`src/rtl/jt7759_rom_arb.sv`:
```
// jt7759_rom_arb: shares one ROM/SDRAM read port between two ADPCM sample
// controllers. Reads are serialised with round-robin priority and each
// requester keeps a one-byte tagged buffer.
//
// Build option: JT7759_ARB_CACHE_EN keeps a requester's buffered byte valid
// while its cs is low, so re-reads of the last address hit with no latency.
//
// Ports:
//   clk, rstn          clock, asynchronous active-low reset
//   cs0/1, addr0/1     requester read strobe and byte address
//   data0/1            requester buffered byte (registered)
//   ok0/1              requester data valid for current address (combinational)
//   mem_cs, mem_addr   memory read request and address (registered)
//   mem_data, mem_ok   memory read data and data-valid strobe
module jt7759_rom_arb #(
    parameter int unsigned AW = 17
) (
    input  logic          clk,
    input  logic          rstn,
    input  logic          cs0,
    input  logic [AW-1:0] addr0,
    output logic [7:0]    data0,
    output logic          ok0,
    input  logic          cs1,
    input  logic [AW-1:0] addr1,
    output logic [7:0]    data1,
    output logic          ok1,
    output logic          mem_cs,
    output logic [AW-1:0] mem_addr,
    input  logic [7:0]    mem_data,
    input  logic          mem_ok
);

    typedef enum logic [1:0] {IDLE, ISSUE, WAIT} st_t;

    st_t           st, st_nx;
    logic          gnt, gnt_nx;
    logic          last;
    logic          start, done;
    logic          pend0, pend1;
    logic [AW-1:0] tag0, tag1;
    logic          valid0, valid1;

    // Hit detection against each requester's buffered tag
    assign ok0   = cs0 && valid0 && (addr0 == tag0);
    assign ok1   = cs1 && valid1 && (addr1 == tag1);
    assign pend0 = cs0 && !ok0;
    assign pend1 = cs1 && !ok1;

    // State register
    always_ff @(posedge clk or negedge rstn) begin
        if (!rstn) begin
            st  <= IDLE;
            gnt <= 1'b0;
        end else begin
            st  <= st_nx;
            gnt <= gnt_nx;
        end
    end

    // Next state and grant selection; a tie goes to the requester not served last
    always_comb begin
        st_nx  = st;
        gnt_nx = gnt;
        start  = 1'b0;
        done   = 1'b0;
        case (st)
            IDLE: begin
                if (pend0 || pend1) begin
                    start  = 1'b1;
                    st_nx  = ISSUE;
                    gnt_nx = (pend0 && pend1) ? !last : pend1;
                end
            end
            ISSUE: st_nx = WAIT;
            WAIT: begin
                if (mem_ok) begin
                    done  = 1'b1;
                    st_nx = IDLE;
                end
            end
            default: st_nx = IDLE;
        endcase
    end

    // Memory port and round-robin history
    always_ff @(posedge clk or negedge rstn) begin
        if (!rstn) begin
            mem_cs   <= 1'b0;
            mem_addr <= '0;
            last     <= 1'b1;
        end else if (start) begin
            mem_cs   <= 1'b1;
            mem_addr <= gnt_nx ? addr1 : addr0;
        end else if (done) begin
            mem_cs   <= 1'b0;
            last     <= gnt;
        end
    end

    // Requester 0 buffer; the fetched byte is stored under the issued address
    // even if the requester moved on meanwhile
    always_ff @(posedge clk or negedge rstn) begin
        if (!rstn) begin
            tag0   <= '0;
            data0  <= 8'h00;
            valid0 <= 1'b0;
        end else begin
            if (done && !gnt) begin
                tag0  <= mem_addr;
                data0 <= mem_data;
            end
`ifdef JT7759_ARB_CACHE_EN
            if (done && !gnt) valid0 <= 1'b1;
`else
            if (done && !gnt && cs0) valid0 <= 1'b1;
            else if (!cs0)           valid0 <= 1'b0;
`endif
        end
    end

    // Requester 1 buffer
    always_ff @(posedge clk or negedge rstn) begin
        if (!rstn) begin
            tag1   <= '0;
            data1  <= 8'h00;
            valid1 <= 1'b0;
        end else begin
            if (done && gnt) begin
                tag1  <= mem_addr;
                data1 <= mem_data;
            end
`ifdef JT7759_ARB_CACHE_EN
            if (done && gnt) valid1 <= 1'b1;
`else
            if (done && gnt && cs1) valid1 <= 1'b1;
            else if (!cs1)          valid1 <= 1'b0;
`endif
        end
    end

endmodule

```
`config.mk`:
```
export PLATFORM = sky130hd
export DESIGN_NAME = jt7759_rom_arb
export DESIGN_NICKNAME = d
export VERILOG_FILES = /design/src/rtl/jt7759_rom_arb.sv
export SDC_FILE = /design/constraint.sdc
export NUM_CORES = 1
export LEC_CHECK = 0
export BUFFER_PORTS_ARGS = -buffer_cell sky130_fd_sc_hd__buf_2
export CAP_MARGIN = 20
export CORE_UTILIZATION = 47
export DETAILED_ROUTE_END_ITERATION = 8
export GPL_TIMING_DRIVEN = 0
export MAX_ROUTING_LAYER = met4
export PLACE_DENSITY = 0.71
export RECOVER_POWER = 25
export SLEW_MARGIN = 15
export SYNTH_ARGS = -nofsm -noshare
export SYNTH_HDL_FRONTEND = slang
export SYNTH_SLANG_ARGS = --single-unit
```
`constraint.sdc`:
```
create_clock -name clk -period 2.1 [get_ports clk]
set_clock_uncertainty 0.1 [all_clocks]
set_input_delay 0.63 -clock clk [delete_from_list [all_inputs] [get_ports clk]]
set_output_delay 0.63 -clock clk [all_outputs]
set_load 0.02 [all_outputs]
```
== Word-level counts from Yosys, hierarchy flattened ==
Index checks and enable logic that the tools add are counted.

* Muxes and demuxes: 17
* Equality and inequality tests: 8
* Reductions and logical operators: 20
* Bitwise logic cells: 1

{| class="wikitable"
|+ Operator list
! operator !! number
|-
| 17-bit equality test || 2
|-
| 17-bit two-way mux || 1
|-
| 1-bit two-way mux || 13
|-
| 1-bit logical AND || 11
|-
| 2-bit one-hot mux with 3 select lines || 1
|-
| 1-bit zero test || 4
|-
| 2-bit two-way mux || 2
|-
| 2-bit by 1-bit inequality test with 1-bit output (second input constant) || 2
|-
| 2-bit inequality test (second input constant) || 2
|-
| 2-bit AND reduction || 2
|-
| 2-bit by 1-bit equality test with 1-bit output (second input constant) || 1
|-
| 2-bit equality test (second input constant) || 1
|-
| 2-bit zero test || 1
|-
| 2-bit nonzero test || 1
|-
| 1-bit logical OR || 1
|-
| 1-bit inverter || 1
|}

* Word-level logic and storage cells: 57
* Bits of input ports: 47
* Register bits: 74
* Output and inout port bits: 36

== Depth between registers and ports, before layout ==
Gate-level depths: netlist of the first run.

* Depth after elaboration: 9
* Gate-level depth with buffers: 8
* Gate-level depth less buffers: 6

== Worst setup path before layout of the first run ==
No wires, ideal clock.

* Path kind: input -> register
* Start point: input port addr0[13]
* End point: register mem_addr[10]
* Stages on the path: 8
* Data arrival time: 2043 ps
* Buffers on the path: 2
* Slack: -174 ps
* Required time: 1869 ps
* Cell sequence: xor2_1 nor4_1 nand3_1 o211a_1 clkbuf_1 clkbuf_1 nor3_1 a221oi_2

* Cells in the longest elaborated chain, start to end: 9
* Elaborated cells between the ends (all ways): 12
* Classes of those cells: 1 x eq/ne; 6 x mux; 5 x reduce/logical

{| class="wikitable"
|+ RTL lines
! item !! line !! text
|-
| start, declared || 21 || <nowiki>input logic [AW-1:0] addr0,</nowiki>
|-
| 17-bit equality test (*) || 45 || <nowiki>assign ok0 = cs0 && valid0 && (addr0 == tag0);</nowiki>
|-
| 1-bit logical AND (*) || 45 ||
|-
| 1-bit zero test (*) || 47 || <nowiki>assign pend0 = cs0 && !ok0;</nowiki>
|-
| 1-bit logical AND (*) || 47 ||
|-
| 1-bit logical AND || 72 || <nowiki>gnt_nx = (pend0 && pend1) ? !last : pend1;</nowiki>
|-
| 1-bit two-way mux || 72 ||
|-
| 1-bit two-way mux || 69 || <nowiki>if (pend0 || pend1) begin</nowiki>
|-
| 1-bit two-way mux || 67 || <nowiki>case (st)</nowiki>
|-
| 17-bit two-way mux || 94 || <nowiki>mem_addr <= gnt_nx ? addr1 : addr0;</nowiki>
|-
| end signal, assigned || 94 ||
|-
| end, declared || 29 || <nowiki>output logic [AW-1:0] mem_addr,</nowiki>
|}

Every way passes the cells marked *; elsewhere a longest branch is shown, timed or not.
A chain may end at the register's enable or synchronous reset.

== Worst setup path after layout of the first run ==
* Start point: input port addr0[6]
* End point: output port ok0

* Cells in the longest elaborated chain, start to end: 2

{| class="wikitable"
|+ RTL lines
! item !! line !! text
|-
| 17-bit equality test || 45 ||
|-
| 1-bit logical AND || 45 ||
|-
| end, declared || 23 || <nowiki>output logic ok0,</nowiki>
|}

Every way passes these cells.

==> reports/metrics.yaml, run 1 <==
grt_pass1_wl_mm: 13.0
synth_compound_area_share_pct: 7.43
area_growth_pct: 36.4
netlist_top_cells_count: "73 x dfrtp_1, 51 x mux2_2, 35 x inv_1"
synth_fa_ha_area_share_pct: 0
synthMuxAreaShare_pct: 17.2
drtIter0Drc: 164
synth_xor_area_share_pct: 8.71
yosysWarnings: 0
synth-simple-area-share_pct: 6.92
first_global_vias: 2600
cts_root_buf: "clkbuf_8"
crit_type: "in -> out"
arrival_ns: 1.68
cts_tree: "built"
drtAntennaViolNets: 0
synth_area_leaders: "dfrtp_1 53%, mux2_2 17%, xnor2_1 4.6%"
cap_violations: 0
syn_inst: 274
synth-edff-count: 0
floorplan.die.height_microns: 87.3
drc: 0
seq_area_frac_synth_pct: 54.2
yosys.area.top_type_share_pct: 53.4
vias: 2528
fin_ws_ns: -0.310
crit_required_ns: 1.37
cp_max_fo: 2
ys_types: 29
reg2reg_depth: 9
routabilityCongestion: 0.792
die_w_microns: 87.3
rr_endpoint: "mem_addr[5]"
setup_violations: 21
fillers: 541
slowest_delay_ns: 0.30
clk_latency_ns: 0.34
tightest_slew_ns: 0.950
critPathLaunchType: "input port"
max_freq_mhz: 415
report.final.slew_viol_count: 0
diodes: 0
io_pins: 83
final.min_clock_period_ns: 2.41
synth_top_area_cell: "dfrtp_1"
cts_htree_levels: 3
hold_viol: 0
powerDensity_nw_per_um2: 1510
clock-sinks: 74
drive_gt1_share_pct: 57.0
ys.flop_type: "dfrtp_1"
io_buffers: 82
firstDrtPassIters: 4
grt_start_max_net_pins: 59
num_rows: 30
coreArea_sq_um: 6910
vias_per_cell: 5.27
rsz0062_at_grt: "yes"
cpMaxStageDelayCell: "nor4_1"
period_share_pct: 115
cts_buffers: 9
worstSetupEndpointType: "output pin"
avgSynthCellArea_sq_um: 12.5
antenna_found_initial: 0
cp_cell_sequence: "buf_2 -> xor2_1 -> nor4_1 -> nand3_1 -> nor2_1 -> buf_4"
rrSetupSlack_ns: -0.20
wl_per_cell_microns: 17.1
synth_top_family_by_area: "multiplexers"
netlist_area_sq_um: 3420
outcome: "finished, violations left"
p_total_uw: 7040
async_reset_ff_share_pct: 100
yosysMostFrequentCell: "dfrtp_1"
synth_nets: 321
relSlewSlack_pct: 36.7
violations: "setup timing"
layout.nets: 426
wl_mm: 8.23
leakagePower_uw: 0.00214
clockBufferDepth: 2
reg2reg_from: "tag1[6]"
ir_worst_vdd_mv: 0.770
start_util_pct: 49.5
dieArea_sq_um: 7620
grt_remaining_overflow: 0
hpwl_mm: 5.48
min_path_type: "in -> async"
clk_pin_slew_ns: 0.09
track_usage_pct: 23.7
yosys_register_bits: 74
dp_slack_ns: -0.749
## area by class of cell
cell class              instances  area, sq um  share of cell area, %
plain buffers                  10          116                   2.49
multi-input cells             154         1660                   35.6
repair buffers                 95          581                   12.4
flip-flops and latches         74         1850                   39.7
inverters                      35          131                   2.82
well taps                      96          120                   2.57
clock buffers                  10          138                   2.95
clock inverters                 6         65.1                   1.39
## what timing repair did
action	4_1_cts	5_1_grt
cloned	1	1
gates resized for setup	49	23
pin swaps	22	9
buffers inserted	8	2
hold buffers	0	0
endpoints found under the setup margin	42	39
## registers in the layout, indices dropped and copies added, names as in the netlist, named ones only
register and flops:
mem_cs 1, last 1, data0 8, st 2, data1 8, valid1 1, mem_addr 17, tag1 17
valid0 1, tag0 17
## per-layer routing
metal / part of all wire (%) / wire length [microns] / track usage (%)
met2: 50 / 4150 / 38.2
met5: 0 / 0 / -
met4: 1.5 / 120 / 6.26
met1: 44 / 3590 / 30.9
met3: 4.4 / 362 / 4.27
## layout by cell type, fill, tap and decap left out, drive strengths merged, types with 4 or more instances in the layout
cell type  count
dfrtp         73
xor2          16
inv           36
xnor2         18
nor4           4
nor3          19
buf           98
a221oi        17
clkbuf        17
nand4          5
nor2           6
mux2          52
## critical path: cells and delay by family
| family | cells | cell delay (ns) |
|---|---|---|
| AND/OR/NAND/NOR | 3 | 0.63 |
| XOR/XNOR | 1 | 0.15 |
| buffers and inverters | 2 | 0.26 |
## cell families (layout without fill, tap and decap cells)
kind of cell | after synthesis | after routing
buf+inv | 46 | 156
simple gates | 45 | 45
xor+xnor | 34 | 34
mux | 52 | 52
compound gates | 23 | 23
flops | 74 | 74
## worst max-delay path by stage
| stage | start | end | slack [ns] | depth (start not counted) |
|---|---|---|---|---|
| after CTS | tag0[7] | ok0 | -0.28 | 5 |
| after global routing | tag1[6] | ok1 | -0.38 | 5 |
| after detailed placement | addr1[13] | mem_addr[7] | -0.75 | 9 |
| after floorplan | addr0[13] | mem_addr[10] | -0.16 | 7 |
| final | addr0[6] | ok0 | -0.31 | 6 |
| after global placement | addr1[13] | mem_addr[11] | -0.57 | 9 |
## stage by stage
| stage | TNS, ns | hold slack, ns | cell area, sq um | instances | utilization [%] |
|---|---|---|---|---|---|
| finish | -3.92 | 0.300 | 4670 | 480 | 67.6 |
| global route | -11.80 | 0.355 | 4670 | 480 | 67.6 |
| CTS | -2.74 | 0.0473 | 4540 | 477 | 65.7 |
| detailed placement | -26.84 | 0.345 | 3990 | 453 | 57.8 |
| global placement | -36.11 | 0.345 | 3960 | 452 | 57.3 |
| floorplan | -2.17 | 0.234 | 3430 | 274 | - |
## report_power, final
| part | switching [uW] | internal [uW] | total, uW |
|---|---|---|---|
| Sequential | 562 | 2140 | 2700 |
| Clock | 543 | 583 | 1130 |
| Combinational | 1560 | 1650 | 3210 |
No activity file was read; power rests on OpenSTA's default activity.
==> run 2: changes to the inputs <==
Settings changed: CORE_MARGIN set to 2.
==> run 2 against run 1 <==
Compared with the run above:
- highest routed layer unchanged
- combinational power fell by 9.7%
- critical endpoint is now ok1
- the run still ends with setup timing left
- worst setup slack got worse by 0.020 ns
- design area fell by 4.1%
- count of clock-buffer cells in the layout rose by 1
==> reports/metrics.yaml, run 2 (synthesis gave the netlist of run 1 again) <==
outcome: "finished, violations left"
violations: "setup timing"
max_freq_mhz: 411
fillers: 613
ir_worst_vdd_mv: 0.725
grt_start_max_net_pins: 59
io_buffers: 82
rsz0062_at_grt: "yes"
grt_remaining_overflow: 0
start_util_pct: 47.9
vias_per_cell: 5.07
clock-sinks: 74
drc: 0
cp_cell_sequence: "xnor2_1 -> nand4_1 -> nor3_4 -> and2_2 -> buf_4"
diodes: 0
area_growth_pct: 30.8
final_cell_mix: "78 x buf_2, 73 x dfrtp_1, 51 x mux2_2"
leakagePower_uw: 0.00209
worstSetupEndpointType: "output pin"
slowest_delay_ns: 0.39
wl_per_cell_microns: 16.6
routabilityCongestion: 0.785
powerDensity_nw_per_um2: 1520
drtAntennaViolNets: 0
cts_root_buf: "clkbuf_8"
crit_required_ns: 1.37
cts_buffers: 9
final.min_clock_period_ns: 2.43
hpwl_mm: 5.48
cap_violations: 0
firstDrtPassIters: 4
stdcell_area_sq_um: 4470
arrival_ns: 1.70
dp_slack_ns: -0.670
clk_pin_slew_ns: 0.08
report.final.slew_viol_count: 0
layout.nets: 423
clk_latency_ns: 0.35
setup_violations: 21
critPathTopFamily: "simple AND/OR/NAND/NOR gates"
vias: 2432
wl_mm: 7.96
crit_type: "reg -> out"
first_global_vias: 2477
placed_cells: 456
postCtsHoldBufs: 0
largestRegisters: "mem_addr x17, tag0 x17, tag1 x17"
cts_htree_levels: 3
cp_max_fo: 3
crit_buf_inv: 1
antenna_found_initial: 0
tightest_slew_ns: 0.902
critPathLaunchType: "flop"
period_share_pct: 116
num_rows: 31
cts_tree: "built"
final_common_cell: "buf_2"
floorplan.die.height_microns: 89.3
drtIter0Drc: 141
coreArea_sq_um: 7140
die_w_microns: 89.3
track_usage_pct: 22.4
cpMaxStageDelayCell: "dfrtp_1"
relSlewSlack_pct: 39.9
hold_viol: 0
final_cell_count_no_fill: 480
fin_ws_ns: -0.330
postPlaceCellArea_sq_um: 3990
clockBufferDepth: 2
grt_pass1_wl_mm: 12.5
io_pins: 83
min_path_type: "in -> async"
drive_gt1_share_pct: 54.1
dieArea_sq_um: 7970
-- run 2: per-layer routing --
layer  vias to the layer above  part of all wire [%]  track usage, %
met2                        65                    48            35.0
met3                        10                   4.7            5.45
met5                         -                     0               -
met1                      1206                    46            28.7
met4                         0                   1.2            7.60
li1                       1151                     -               -
-- run 2: final cells by class --
cell class	instances	area, sq um	share of cell area, %
well taps	99	124	2.77
clock inverters	5	77.6	1.73
plain buffers	10	101	2.27
multi-input cells	154	1550	34.6
clock buffers	11	141	3.16
inverters	35	131	2.94
repair buffers	92	495	11.1
flip-flops and latches	74	1850	41.4
-- run 2: repair_timing --
action                                  in CTS  in global routing
endpoints found under the setup margin      41                 51
resized for setup                           34                 12
setup buffers                                8                  1
pin swaps                                   11                  1
-- run 2: path summary, 6_finish.rpt --
| kind | from | to | slack, ns | cells past startpoint |
|---|---|---|---|---|
| setup / recovery | tag1[4] | ok1 | -0.33 | 5 |
| hold / removal | rstn | mem_addr[11] | 0.28 | 1 |
| setup reg to reg | tag0[7] | mem_addr[1] | -0.30 | 8 |
| hold reg to reg | last | last | 0.36 | 2 |
| max in group asynchronous | rstn | mem_addr[3] | 0.24 | 2 |
| min in group clk | last | last | 0.36 | 2 |
-- run 2: through the flow --
stage / hold WS [ns] / utilization [%] / setup TNS, ns / power, uW
after floorplan: 0.234 / - / -2.17 / 4400
after global placement: 0.346 / 55.5 / -38.51 / 5140
after detailed placement: 0.348 / 55.9 / -28.02 / 5250
after CTS: 0.0362 / 62.2 / -5.24 / 6760
after global routing: 0.355 / 62.7 / -15.33 / 7210
final: 0.276 / 62.7 / -5.63 / 6780
-- run 2: report_power, final --
group | total [uW] | internal, uW | switching, uW
logic | 2900 | 1450 | 1450
clock network | 1220 | 698 | 521
registers | 2670 | 2140 | 526
total | 6780 | 4280 | 2500
